===== src/rtl/pong_ball_engine.sv =====
// =============================================================================
// Module  : pong_ball_engine
// Desc    : Pong ball physics: per-frame move, wall/paddle collision, lives and
//           game-over keeping. Define PONG_SPEEDUP_EN to enable the speed ramp.
// Revision: 1.0 - initial release
// =============================================================================
`default_nettype none

module pong_ball_engine #(
  parameter int POS_W         = 10,
  parameter int FIELD_W       = 640,
  parameter int FIELD_H       = 480,
  parameter int BALL_SZ       = 8,
  parameter int PAD_X         = 16,
  parameter int PAD_W         = 8,
  parameter int PAD_H         = 64,
  parameter int LIVES         = 3,
  parameter int SPEED_MIN     = 1,
  parameter int SPEED_MAX     = 8,
  parameter int HITS_PER_STEP = 4
) (
  input  logic             Clk_100MHz,
  input  logic             Reset_n,
  input  logic             GameEnable,
  input  logic             ballPosReset,
  input  logic             LivesCountReset,
  input  logic [POS_W-1:0] paddlePosY,
  output logic [POS_W-1:0] ballPosX,
  output logic [POS_W-1:0] ballPosY,
  output logic [3:0]       ballSpeed,
  output logic [2:0]       LivesCount,
  output logic [2:0]       ColOut,
  output logic             GameOver,
  output logic             Busy
);

  // Two guard bits so a candidate position can go negative or past the field.
  localparam int CW = POS_W + 2;

  localparam logic signed [CW-1:0] c_xMax     = CW'(FIELD_W - BALL_SZ);
  localparam logic signed [CW-1:0] c_yMax     = CW'(FIELD_H - BALL_SZ);
  localparam logic signed [CW-1:0] c_padX     = CW'(PAD_X);
  localparam logic signed [CW-1:0] c_padRight = CW'(PAD_X + PAD_W);
  localparam logic signed [CW-1:0] c_padH     = CW'(PAD_H);
  localparam logic signed [CW-1:0] c_ballSz   = CW'(BALL_SZ);
  localparam logic [POS_W-1:0]     c_xCentre  = POS_W'((FIELD_W - BALL_SZ) / 2);
  localparam logic [POS_W-1:0]     c_yCentre  = POS_W'((FIELD_H - BALL_SZ) / 2);
  localparam logic [3:0]           c_speedMin = 4'(SPEED_MIN);
  localparam logic [2:0]           c_lives    = 3'(LIVES);

  if (LIVES < 1 || LIVES > 7 || SPEED_MIN < 1 || SPEED_MAX > 15 ||
      SPEED_MIN > SPEED_MAX || HITS_PER_STEP < 1 || HITS_PER_STEP > 15) begin : g_badParams
    $error("pong_ball_engine: parameter out of range");
  end

  typedef enum logic [2:0] {
    S_IDLE    = 3'd0,
    S_MOVE    = 3'd1,
    S_CHECK   = 3'd2,
    S_RESPAWN = 3'd3,
    S_OVER    = 3'd4
  } state_t;

  state_t r_state;
  state_t w_nextState;

  logic [POS_W-1:0]     r_posX;
  logic [POS_W-1:0]     r_posY;
  logic                 r_dx;
  logic                 r_dy;
  logic [3:0]           r_speed;
  logic [2:0]           r_lives;
  logic [2:0]           r_col;
  logic                 r_gameOver;
  logic signed [CW-1:0] r_candX;
  logic signed [CW-1:0] r_candY;
`ifdef PONG_SPEEDUP_EN
  logic [3:0]           r_hits;
`endif

  logic signed [CW-1:0] w_xExt;
  logic signed [CW-1:0] w_yExt;
  logic signed [CW-1:0] w_spdExt;
  logic signed [CW-1:0] w_padTop;
  logic signed [CW-1:0] w_padBot;
  logic                 w_hitPad;
  logic                 w_miss;
  logic                 w_wallR;
  logic                 w_wallT;
  logic                 w_wallB;
  logic [2:0]           w_col;
  logic [POS_W-1:0]     w_newX;
  logic [POS_W-1:0]     w_newY;
  logic                 w_newDx;
  logic                 w_newDy;
  logic                 w_enterOver;
  logic                 w_ballReset;

  assign w_xExt   = $signed({2'b00, r_posX});
  assign w_yExt   = $signed({2'b00, r_posY});
  assign w_spdExt = $signed({{(CW-4){1'b0}}, r_speed});
  assign w_padTop = $signed({2'b00, paddlePosY});
  assign w_padBot = w_padTop + c_padH;

  // Paddle only catches a ball travelling left; it outranks the miss test.
  assign w_hitPad = !r_dx && (r_candX <= c_padRight) && ((r_candX + c_ballSz) > c_padX) &&
                    ((r_candY + c_ballSz) > w_padTop) && (r_candY < w_padBot);
  assign w_miss   = !w_hitPad && r_candX[CW-1];
  assign w_wallR  = r_candX > c_xMax;
  assign w_wallT  = r_candY[CW-1];
  assign w_wallB  = r_candY > c_yMax;

  // A ball leaving RESPAWN with no lives parks in OVER even if ballPosReset is up.
  assign w_enterOver = (r_state == S_RESPAWN) && (r_lives == 3'd0) && !LivesCountReset;
  assign w_ballReset = ballPosReset && ((r_state != S_OVER) || LivesCountReset);

  always_comb begin
    w_col   = 3'd0;
    w_newX  = r_candX[POS_W-1:0];
    w_newY  = r_candY[POS_W-1:0];
    w_newDx = r_dx;
    w_newDy = r_dy;
    if (w_wallT) begin
      w_newY  = '0;
      w_newDy = 1'b1;
    end else if (w_wallB) begin
      w_newY  = c_yMax[POS_W-1:0];
      w_newDy = 1'b0;
    end
    if (w_hitPad) begin
      w_newX  = c_padRight[POS_W-1:0];
      w_newDx = 1'b1;
      w_col   = 3'd3;
    end else if (w_miss) begin
      w_col   = 3'd4;
    end else if (w_wallR) begin
      w_newX  = c_xMax[POS_W-1:0];
      w_newDx = 1'b0;
      w_col   = 3'd2;
    end else if (w_wallT || w_wallB) begin
      w_col   = 3'd1;
    end
  end

  always_ff @(posedge Clk_100MHz or negedge Reset_n) begin
    if (!Reset_n) r_state <= S_IDLE;
    else          r_state <= w_nextState;
  end

  always_comb begin
    w_nextState = r_state;
    case (r_state)
      S_IDLE:    if (GameEnable && !r_gameOver) w_nextState = S_MOVE;
      S_MOVE:    w_nextState = S_CHECK;
      S_CHECK:   w_nextState = w_miss ? S_RESPAWN : S_IDLE;
      S_RESPAWN: w_nextState = w_enterOver ? S_OVER : S_IDLE;
      S_OVER:    if (LivesCountReset) w_nextState = S_IDLE;
      default:   w_nextState = S_IDLE;
    endcase
    if (w_ballReset && !w_enterOver) w_nextState = S_IDLE;
  end

  always_ff @(posedge Clk_100MHz or negedge Reset_n) begin
    if (!Reset_n) begin
      r_posX     <= c_xCentre;
      r_posY     <= c_yCentre;
      r_dx       <= 1'b1;
      r_dy       <= 1'b1;
      r_speed    <= c_speedMin;
      r_lives    <= c_lives;
      r_col      <= 3'd0;
      r_gameOver <= 1'b0;
      r_candX    <= '0;
      r_candY    <= '0;
`ifdef PONG_SPEEDUP_EN
      r_hits     <= 4'd0;
`endif
    end else begin
      if (w_ballReset) begin
        r_posX  <= c_xCentre;
        r_posY  <= c_yCentre;
        r_speed <= c_speedMin;
`ifdef PONG_SPEEDUP_EN
        r_hits  <= 4'd0;
`endif
      end else begin
        case (r_state)
          S_MOVE: begin
            r_candX <= r_dx ? (w_xExt + w_spdExt) : (w_xExt - w_spdExt);
            r_candY <= r_dy ? (w_yExt + w_spdExt) : (w_yExt - w_spdExt);
          end
          S_CHECK: begin
            r_col <= w_col;
            if (w_miss) begin
              if (r_lives != 3'd0) r_lives <= r_lives - 3'd1;
            end else begin
              r_posX <= w_newX;
              r_posY <= w_newY;
              r_dx   <= w_newDx;
              r_dy   <= w_newDy;
`ifdef PONG_SPEEDUP_EN
              if (w_hitPad) begin
                if (r_hits == 4'(HITS_PER_STEP - 1)) begin
                  r_hits <= 4'd0;
                  if (r_speed < 4'(SPEED_MAX)) r_speed <= r_speed + 4'd1;
                end else begin
                  r_hits <= r_hits + 4'd1;
                end
              end
`endif
            end
          end
          S_RESPAWN: begin
            r_posX  <= c_xCentre;
            r_posY  <= c_yCentre;
            r_speed <= c_speedMin;
            r_dx    <= 1'b1;
`ifdef PONG_SPEEDUP_EN
            r_hits  <= 4'd0;
`endif
          end
          default: ;
        endcase
      end
      if (w_enterOver) r_gameOver <= 1'b1;
      if (LivesCountReset) begin
        r_lives    <= c_lives;
        r_gameOver <= 1'b0;
      end
    end
  end

  assign ballPosX   = r_posX;
  assign ballPosY   = r_posY;
  assign ballSpeed  = r_speed;
  assign LivesCount = r_lives;
  assign ColOut     = r_col;
  assign GameOver   = r_gameOver;
  assign Busy       = (r_state == S_MOVE) || (r_state == S_CHECK) || (r_state == S_RESPAWN);

endmodule

`default_nettype wire


===== config.mk =====
export PLATFORM = sky130hd
export DESIGN_NAME = pong_ball_engine
export DESIGN_NICKNAME = d
export VERILOG_FILES = /design/src/rtl/pong_ball_engine.sv
export SDC_FILE = /design/constraint.sdc
export NUM_CORES = 1
export LEC_CHECK = 0
export ABC_CLOCK_PERIOD_IN_PS = 2900
export CORE_ASPECT_RATIO = 1.4
export CORE_UTILIZATION = 30
export DETAILED_ROUTE_END_ITERATION = 7
export PLACE_DENSITY = 0.57
export SLEW_MARGIN = 40
export SYNTH_ARGS = -nofsm -noshare
export SYNTH_HDL_FRONTEND = slang
export SYNTH_SLANG_ARGS = --single-unit

===== constraint.sdc =====
create_clock -name Clk_100MHz -period 2.9 [get_ports Clk_100MHz]
set_input_delay 0.435 -clock Clk_100MHz [delete_from_list [all_inputs] [get_ports Clk_100MHz]]
set_output_delay 0.435 -clock Clk_100MHz [all_outputs]
set_load 0.005 [all_outputs]

==> impl_metrics.xml, run 1 <==
<?xml version="1.0" encoding="UTF-8"?>
<metrics>
  <group name="pwr">
    <metric name="switching_share_of_power" unit="%">31.9</metric>
    <metric name="seq_power_share" unit="%">46.4</metric>
    <metric name="power.leakage" unit="nW">2.12</metric>
    <metric name="combinational_share_of_power" unit="%">26.0</metric>
    <metric name="clockPowerShare" unit="%">27.6</metric>
    <metric name="vdd_ir_drop_max" unit="V">0.000219</metric>
    <metric name="power.total" unit="mW">2.14</metric>
    <metric name="power.switching" unit="mW">0.683</metric>
    <metric name="power-per-cell-area" unit="nW/um^2">440</metric>
    <metric name="p_int" unit="mW">1.46</metric>
  </group>
  <group name="hold_path">
    <metric name="holdCritPathClass" unit="">in2async</metric>
  </group>
  <group name="grt">
    <metric name="grt_pass1_vias" unit="">3312</metric>
    <metric name="grt_start_max_net_pins" unit="">57</metric>
    <metric name="first_pass_grt_wire_length" unit="microns">16600</metric>
    <metric name="grt_antenna_before_repair" unit="">0</metric>
    <metric name="grt_use_total" unit="%">15.6</metric>
    <metric name="global_route.overflow_total" unit="">0</metric>
  </group>
  <group name="run">
    <metric name="maxCapViolations" unit="">0</metric>
  </group>
  <group name="sta">
    <metric name="slew_viol_final" unit="">0</metric>
    <metric name="slew_headroom" unit="%">50.7</metric>
    <metric name="tightest_slew" unit="ns">0.740</metric>
    <metric name="grt_setup_unrepaired" unit="">no</metric>
    <metric name="report.final.setup_viol" unit="">0</metric>
    <metric name="finalHoldViolations" unit="">0</metric>
    <metric name="max_clock_freq" unit="MHz">358</metric>
    <metric name="layout_setup_ws" unit="ns">0.110</metric>
    <metric name="post-route-period-util" unit="%">96.2</metric>
    <metric name="final.hold.worst_slack" unit="ns">0.263</metric>
    <metric name="skew" unit="ns">0.00701</metric>
    <metric name="finalCriticalPeriod" unit="ns">2.79</metric>
  </group>
  <group name="critical_path">
    <metric name="critPathMaxFanout" unit="">8</metric>
    <metric name="worstPathCellList" unit="">ha_4, nand2_1, nor2_1, xor2_1, ha_1, nand3_1, o211ai_1, o211ai_1, buf_4, a211o_4, a21o_4, a31o_1</metric>
    <metric name="cpMostUsedCell" unit="">o211ai_1</metric>
    <metric name="ff2ff_path_depth" unit="">12</metric>
    <metric name="crit_required" unit="ns">3.09</metric>
    <metric name="worstSetupEndpointType" unit="">register</metric>
    <metric name="timing.critical_path.slowest_cell_delay" unit="ns">0.45</metric>
    <metric name="setup_crit_start_kind" unit="">register</metric>
    <metric name="critPathTopFamily" unit="">compound AO/OA/AOI/OAI gates</metric>
    <metric name="worst-endpoint-arrival" unit="ns">2.98</metric>
    <metric name="timing.critical_path.depth" unit="">12</metric>
    <metric name="crit_type" unit="">reg2reg</metric>
    <metric name="slowest_stage" unit="">dfrtp_2</metric>
    <metric name="path_buf_inv" unit="">1</metric>
  </group>
  <group name="synth">
    <metric name="synthesized_instance_count" unit="">449</metric>
    <metric name="synth_largest_type_area_fraction" unit="%">26.9</metric>
    <metric name="post_synth_mux_area_share" unit="%">3.90</metric>
    <metric name="yosys.cell_types.count" unit="">57</metric>
    <metric name="synth-compound-area-share" unit="%">18.3</metric>
    <metric name="synth_edf_count" unit="">0</metric>
    <metric name="post_synthesis_sequential_area_ratio" unit="%">36.3</metric>
    <metric name="synth_top_cell_by_area" unit="">dfrtp_1</metric>
    <metric name="synth.yosys.warnings" unit="">0</metric>
    <metric name="dominant_combinational_cell_family_by_area_after_synthesis" unit="">simple AND/OR/NAND/NOR gates</metric>
    <metric name="synth_xor_xnor_area_share" unit="%">6.04</metric>
    <metric name="biggest_area_contributors_in_the_synthesized_netlist" unit="">dfrtp_1, dfstp_2, ha_1</metric>
    <metric name="synth_area_per_cell" unit="sq um">8.72</metric>
    <metric name="ys_ff_latch" unit="">56</metric>
    <metric name="synth.cell_area" unit="sq um">3910</metric>
    <metric name="synth-main-ff-cell" unit="">dfrtp_1</metric>
    <metric name="simple_gate_fraction_of_synth_area" unit="%">20.2</metric>
    <metric name="ys_async_sr_fraction" unit="%">100</metric>
    <metric name="synthAdderAreaFrac" unit="%">8.95</metric>
  </group>
  <group name="cells_and_area">
    <metric name="regArea" unit="sq um">1420</metric>
    <metric name="multi_input_area" unit="sq um">2380</metric>
    <metric name="fin_nets" unit="">546</metric>
    <metric name="area_growth" unit="%">24.3</metric>
    <metric name="nFillCells" unit="">1273</metric>
    <metric name="final_cells" unit="">657</metric>
    <metric name="final_layout_size_suffix_gt1_share" unit="%">15.7</metric>
    <metric name="antenna-diode-count" unit="">0</metric>
    <metric name="utilization" unit="%">38.0</metric>
  </group>
  <group name="floorplan">
    <metric name="i_o_pin_count" unit="">47</metric>
    <metric name="overall_die_width" unit="microns">98.5</metric>
    <metric name="die_h" unit="microns">137</metric>
    <metric name="initial_core_util" unit="%">30.5</metric>
    <metric name="std_cell_rows" unit="">49</metric>
    <metric name="die_area" unit="sq um">13500</metric>
    <metric name="core_area" unit="sq um">12800</metric>
  </group>
  <group name="clock_tree">
    <metric name="cts.path.max_buffers" unit="">2</metric>
    <metric name="cts-htree-levels" unit="">2</metric>
    <metric name="clk_pin_slew_worst_paths" unit="ns">0.07</metric>
    <metric name="cts-buffers-inserted" unit="">5</metric>
    <metric name="cts_root_buf" unit="">clkbuf_16</metric>
    <metric name="insertion_delay" unit="ns">0.30</metric>
    <metric name="cts_tree" unit="">yes</metric>
    <metric name="clock_sink_count" unit="">56</metric>
  </group>
  <group name="routing">
    <metric name="ant_nets" unit="">0</metric>
    <metric name="drt_pass1_iterations" unit="">6</metric>
    <metric name="vias_per_cell" unit="">5.28</metric>
    <metric name="wirelength" unit="microns">10500</metric>
    <metric name="drt_first_iter_violations" unit="">170</metric>
    <metric name="routed-via-count" unit="">3472</metric>
    <metric name="drt_drc_violations_left" unit="">3</metric>
    <metric name="wire_per_inst" unit="microns">15.9</metric>
  </group>
  <group name="run_status">
    <metric name="outcome" unit="">finished with violations</metric>
    <metric name="violations" unit="">design-rule violations</metric>
  </group>
  <group name="placement">
    <metric name="place_ws" unit="ns">-0.353</metric>
    <metric name="routabilityCongestion" unit="">0.839</metric>
    <metric name="port_buffers" unit="">42</metric>
    <metric name="detailed_place_hpwl" unit="microns">7700</metric>
    <metric name="numPlacedInstances" unit="">644</metric>
  </group>
</metrics>
cells in the mapped netlist (2+ instances only):
cell type and number:
a21oi_1 22, xnor2_1 8, a21o_1 3, conb_1 2, o21ai_0 34, o211ai_1 4, nand2b_1 2, xor2_1 19
a31o_1 6, nor3_1 12, buf_1 2, or3_1 3, nand4_1 5, a211oi_2 3, o31ai_1 2, or4_1 3
dfrtp_1 42, buf_6 3, buf_4 4, a2111oi_0 2, clkbuf_1 19, ha_1 28, a22oi_1 5, nand3_1 14
nor4_1 11, and3_1 10, a211oi_1 3, nand2_1 47, a31oi_1 8, mux2i_1 13, and4_1 2, mux2_2 2
a41oi_1 3, nand3b_1 2, or2_2 2, nor2_1 38, dfstp_2 14, inv_1 26, nor2b_1 3
sequential cells by signal (all words and copies together), names as in the netlist:
name,cells
r_candX,12
r_candY,12
ballPosX,10
ballPosY,10
ColOut,3
LivesCount,3
r_state,3
GameOver,1
r_dx,1
r_dy,1
area by class of cell:
class	instances	share of cell area (%)
Timing Repair Buffer	70	13.1
Inverter	26	2.01
Tap cell	153	3.93
Sequential cell	56	29.2
Multi-Input combinational cell	344	48.9
Clock inverter	1	0.103
Clock buffer	7	2.73
through the flow:
| step | area, sq um | TNS (ns) |
|---|---|---|
| floorplan | 3920 | 0 |
| global placement | 4580 | -5.52 |
| detailed placement | 4580 | -7.72 |
| CTS | 4740 | 0 |
| global route | 4870 | 0 |
| finish | 4870 | 0 |
routing by layer:
metal,GRT usage [%],wire (microns),up-vias
met4,5.80,244,0
met1,18.6,4460,1675
li1,-,-,1712
met3,1.94,287,17
met5,0,0,-
met2,28.6,5450,68
cell families (layout without fill, tap and decap cells):
group	count (synthesis)	count (layout)
AOI/OAI and AO/OA	106	109
adders and majority gates	28	28
xor gates and xnor gates	27	27
DFF	56	56
muxes	15	15
other	2	4
and+or+nand+nor	161	161
buffers and inverters	54	104
power by group through the flow:
| stage | clock network, mW | logic, mW | registers [mW] |
|---|---|---|---|
| global route | 0.629 | 0.623 | 1.01 |
| finish | 0.590 | 0.557 | 0.993 |
| floorplan | 0 | 0.371 | 0.938 |
| CTS | 0.607 | 0.541 | 0.986 |
| global placement | 0 | 0.515 | 1.00 |
| detailed placement | 0 | 0.532 | 1.00 |
path summary, 6_finish.rpt:
| kind | from | end | slack (ns) |
|---|---|---|---|
| max | r_candY[3] | ballPosX[6] | 0.11 |
| min | Reset_n | r_candY[0] | 0.26 |
| max reg2reg | r_candY[3] | ballPosX[6] | 0.11 |
| min reg2reg | ColOut[2] | ColOut[2] | 0.51 |
| max in group asynchronous | Reset_n | r_candY[6] | 2.08 |
| min in group Clk_100MHz | ColOut[2] | ColOut[2] | 0.51 |
cell usage in the layout (no fill, tap or decap), types with 11 or more instances in the layout:
cell / synthesis / routed
o21ai_0: 34 / 32
dfrtp_1: 42 / 39
clkdlybuf4s50_1: 0 / 38
dfstp_2: 14 / 14
nand3_1: 14 / 13
a21oi_1: 22 / 20
buf_4: 4 / 27
nor3_1: 12 / 12
mux2i_1: 13 / 13
xor2_1: 19 / 19
nor2_1: 38 / 38
inv_1: 26 / 26
ha_1: 28 / 25
nor4_1: 11 / 11
nand2_1: 47 / 47
repair_timing:
| item | CTS | global route |
|---|---|---|
| hold buffers | 0 | 0 |
| endpoints found under the hold margin | 0 | 0 |
| gates resized for setup | 2 | 24 |
| pin swaps | 1 | 7 |
| setup buffers | 0 | 2 |
| cloned | 1 | 2 |
| endpoints found under the setup margin | 8 | 30 |
Note: power is estimated with default switching activity, not from simulation.
==> inputs of run 2 (changes only) <==
--- a/config.mk
+++ b/config.mk
@@ -10,7 +10,7 @@
 export CORE_UTILIZATION = 30
 export DETAILED_ROUTE_END_ITERATION = 7
 export PLACE_DENSITY = 0.57
-export SLEW_MARGIN = 40
+export SLEW_MARGIN = 5
 export SYNTH_ARGS = -nofsm -noshare
 export SYNTH_HDL_FRONTEND = slang
 export SYNTH_SLANG_ARGS = --single-unit
==> run 2 against run 1 <==
  * Hold slack better by 0.014 ns
  * Setup slack better by 0.00084 ns
  * Design area is essentially flat
  * Sequential share of layout area about the same
  * Utilization hardly changed
  * Global-route usage stayed put
  * Wire length is 0.15% lower
  * Via count barely moved
  * Critical path depth unchanged
  * The run still ends with design-rule violations left
==> impl_metrics.xml, run 2 (synthesized netlist as in run 1, its figures left out) <==
<?xml version="1.0" encoding="UTF-8"?>
<metrics>
  <group name="grt">
    <metric name="grt_antenna_before_repair" unit="">0</metric>
    <metric name="grt_use_total" unit="%">15.6</metric>
    <metric name="top_usage_layer" unit="">met2</metric>
    <metric name="use_met1" unit="%">18.6</metric>
    <metric name="first_pass_grt_wire_length" unit="microns">16600</metric>
    <metric name="grt_pass1_vias" unit="">3312</metric>
    <metric name="grtUsageMet2" unit="%">28.6</metric>
    <metric name="grt_use_met3" unit="%">1.94</metric>
    <metric name="grt_start_max_net_pins" unit="">57</metric>
    <metric name="global_route.overflow_total" unit="">0</metric>
  </group>
  <group name="clock_tree">
    <metric name="insertion_delay" unit="ns">0.30</metric>
    <metric name="cts_tree" unit="">yes</metric>
    <metric name="hold_buffers" unit="">0</metric>
    <metric name="clock_sink_count" unit="">56</metric>
    <metric name="cts.path.max_buffers" unit="">2</metric>
    <metric name="cts-buffers-inserted" unit="">5</metric>
    <metric name="clk_pin_slew_worst_paths" unit="ns">0.07</metric>
    <metric name="cts-htree-levels" unit="">2</metric>
    <metric name="cts_root_buf" unit="">clkbuf_16</metric>
  </group>
  <group name="sta">
    <metric name="post-route-period-util" unit="%">96.2</metric>
    <metric name="finalCriticalPeriod" unit="ns">2.79</metric>
    <metric name="slew_headroom" unit="%">41.2</metric>
    <metric name="max_clock_freq" unit="MHz">359</metric>
    <metric name="skew" unit="ns">0.00667</metric>
    <metric name="tns" unit="ns">0</metric>
    <metric name="grt_setup_unrepaired" unit="">no</metric>
    <metric name="report.final.setup_viol" unit="">0</metric>
    <metric name="finalHoldViolations" unit="">0</metric>
    <metric name="tightest_slew" unit="ns">0.860</metric>
    <metric name="final.hold.worst_slack" unit="ns">0.277</metric>
    <metric name="slew_viol_final" unit="">0</metric>
  </group>
  <group name="floorplan">
    <metric name="overall_die_width" unit="microns">98.5</metric>
    <metric name="die_h" unit="microns">137</metric>
    <metric name="core_area" unit="sq um">12800</metric>
    <metric name="std_cell_rows" unit="">49</metric>
    <metric name="die_area" unit="sq um">13500</metric>
    <metric name="i_o_pin_count" unit="">47</metric>
    <metric name="initial_core_util" unit="%">30.5</metric>
  </group>
  <group name="pwr">
    <metric name="vdd_ir_drop_max" unit="V">0.000219</metric>
    <metric name="power.leakage" unit="nW">2.12</metric>
    <metric name="seq_power_share" unit="%">46.4</metric>
    <metric name="power.switching" unit="mW">0.682</metric>
    <metric name="p_int" unit="mW">1.46</metric>
    <metric name="power-per-cell-area" unit="nW/um^2">440</metric>
    <metric name="combinational_share_of_power" unit="%">26.0</metric>
    <metric name="switching_share_of_power" unit="%">31.9</metric>
    <metric name="clockPowerShare" unit="%">27.6</metric>
  </group>
  <group name="run_status">
    <metric name="violations" unit="">design-rule violations</metric>
    <metric name="outcome" unit="">finished with violations</metric>
  </group>
  <group name="placement">
    <metric name="post_dp_cell_area" unit="sq um">4580</metric>
    <metric name="detailed_place_hpwl" unit="microns">7700</metric>
    <metric name="routabilityCongestion" unit="">0.839</metric>
    <metric name="port_buffers" unit="">42</metric>
  </group>
  <group name="routing">
    <metric name="drt_pass1_iterations" unit="">6</metric>
    <metric name="vias_per_cell" unit="">5.29</metric>
    <metric name="ant_nets" unit="">0</metric>
    <metric name="wirelength" unit="microns">10400</metric>
    <metric name="wire_per_inst" unit="microns">15.9</metric>
    <metric name="routed-via-count" unit="">3475</metric>
    <metric name="drt_first_iter_violations" unit="">132</metric>
    <metric name="drt_drc_violations_left" unit="">3</metric>
  </group>
  <group name="cells_and_area">
    <metric name="top_regs" unit="">r_candX x12, r_candY x12</metric>
    <metric name="area_growth" unit="%">24.3</metric>
    <metric name="layout_commonest_cell" unit="">nand2_1</metric>
    <metric name="final_cell_area" unit="sq um">4860</metric>
    <metric name="antenna-diode-count" unit="">0</metric>
    <metric name="final_layout_size_suffix_gt1_share" unit="%">15.7</metric>
    <metric name="fin_nets" unit="">546</metric>
    <metric name="final_cell_mix" unit="">nand2_1, dfrtp_1, nor2_1, clkdlybuf4s50_1, o21ai_0</metric>
    <metric name="utilization" unit="%">38.0</metric>
  </group>
  <group name="critical_path">
    <metric name="worst-endpoint-arrival" unit="ns">2.98</metric>
    <metric name="setup_crit_start_kind" unit="">register</metric>
    <metric name="worstSetupEndpointType" unit="">register</metric>
    <metric name="crit_type" unit="">reg2reg</metric>
    <metric name="critPathMaxFanout" unit="">8</metric>
    <metric name="rrSetupSlack" unit="ns">0.11</metric>
    <metric name="crit_required" unit="ns">3.09</metric>
  </group>
  <group name="hold_path">
    <metric name="holdCritPathClass" unit="">in2async</metric>
  </group>
  <group name="run">
    <metric name="maxCapViolations" unit="">0</metric>
  </group>
</metrics>
## run 2: cell counts in the layout (fill, tap and decap cells not counted)
Identical to the previous run, type by type.
## run 2: timing repair
| action | 4_1_cts | 5_1_grt |
|---|---|---|
| buffers inserted | 0 | 2 |
| resized for setup | 2 | 24 |
| gates cloned | 1 | 2 |
| pin swaps | 1 | 7 |
| endpoints found under the setup margin | 8 | 30 |
## run 2: worst max-delay path, stage by stage, from the launching register on
cell and delay [ns]:
dfrtp_2 0.45, ha_4 0.19, nand2_1 0.06, nor2_1 0.05, xor2_1 0.14, ha_1 0.31, nand3_1 0.13, o211ai_1 0.20
o211ai_1 0.12, buf_4 0.17, a211o_4 0.39, a21o_4 0.26, a31o_1 0.21
## run 2: per-layer routing
metal | up-vias | routed length, microns | share of wire, %
met5 | - | 0 | 0
met4 | 0 | 241 | 2.3
met2 | 71 | 5450 | 52
met1 | 1682 | 4470 | 43
li1 | 1705 | - | -
met3 | 17 | 266 | 2.5
## run 2: final timing paths
kind                          endpoint  cells after the start  startpoint
setup / recovery           ballPosX[6]                     12  r_candY[3]
hold / removal              r_candY[0]                      2     Reset_n
setup reg to reg           ballPosX[6]                     12  r_candY[3]
hold reg to reg              ColOut[2]                      2   ColOut[2]
max in group asynchronous   r_candY[6]                      2     Reset_n
min in group Clk_100MHz      ColOut[2]                      2   ColOut[2]
## run 2: area by class of cell
cell class | instances | area [sq um]
clock buffer | 7 | 133
clock inverter | 1 | 5.00
sequential | 56 | 1420
tap | 153 | 191
fill | 1274 | 7950
timing repair buffer | 70 | 637
inverter | 26 | 97.6
multi-input combinational | 344 | 2380
## run 2: power groups by stage
stage,clock (mW),sequential (mW),combinational [mW]
final,0.590,0.993,0.556
after global placement,0,1.00,0.515
after CTS,0.607,0.986,0.541
after detailed placement,0,1.00,0.532
after floorplan,0,0.938,0.371
after global routing,0.629,1.01,0.623
## run 2: through the flow
| step | setup slack [ns] | total power [mW] | cells |
|---|---|---|---|
| 2_1_floorplan | 0.199 | 1.31 | 451 |
| 3_3_place_gp | -0.282 | 1.52 | 644 |
| 3_5_place_dp | -0.353 | 1.53 | 644 |
| 4_1_cts | 0.00631 | 2.13 | 653 |
| 5_1_grt | 0.0121 | 2.26 | 657 |
| 6_report | 0.111 | 2.14 | 657 |
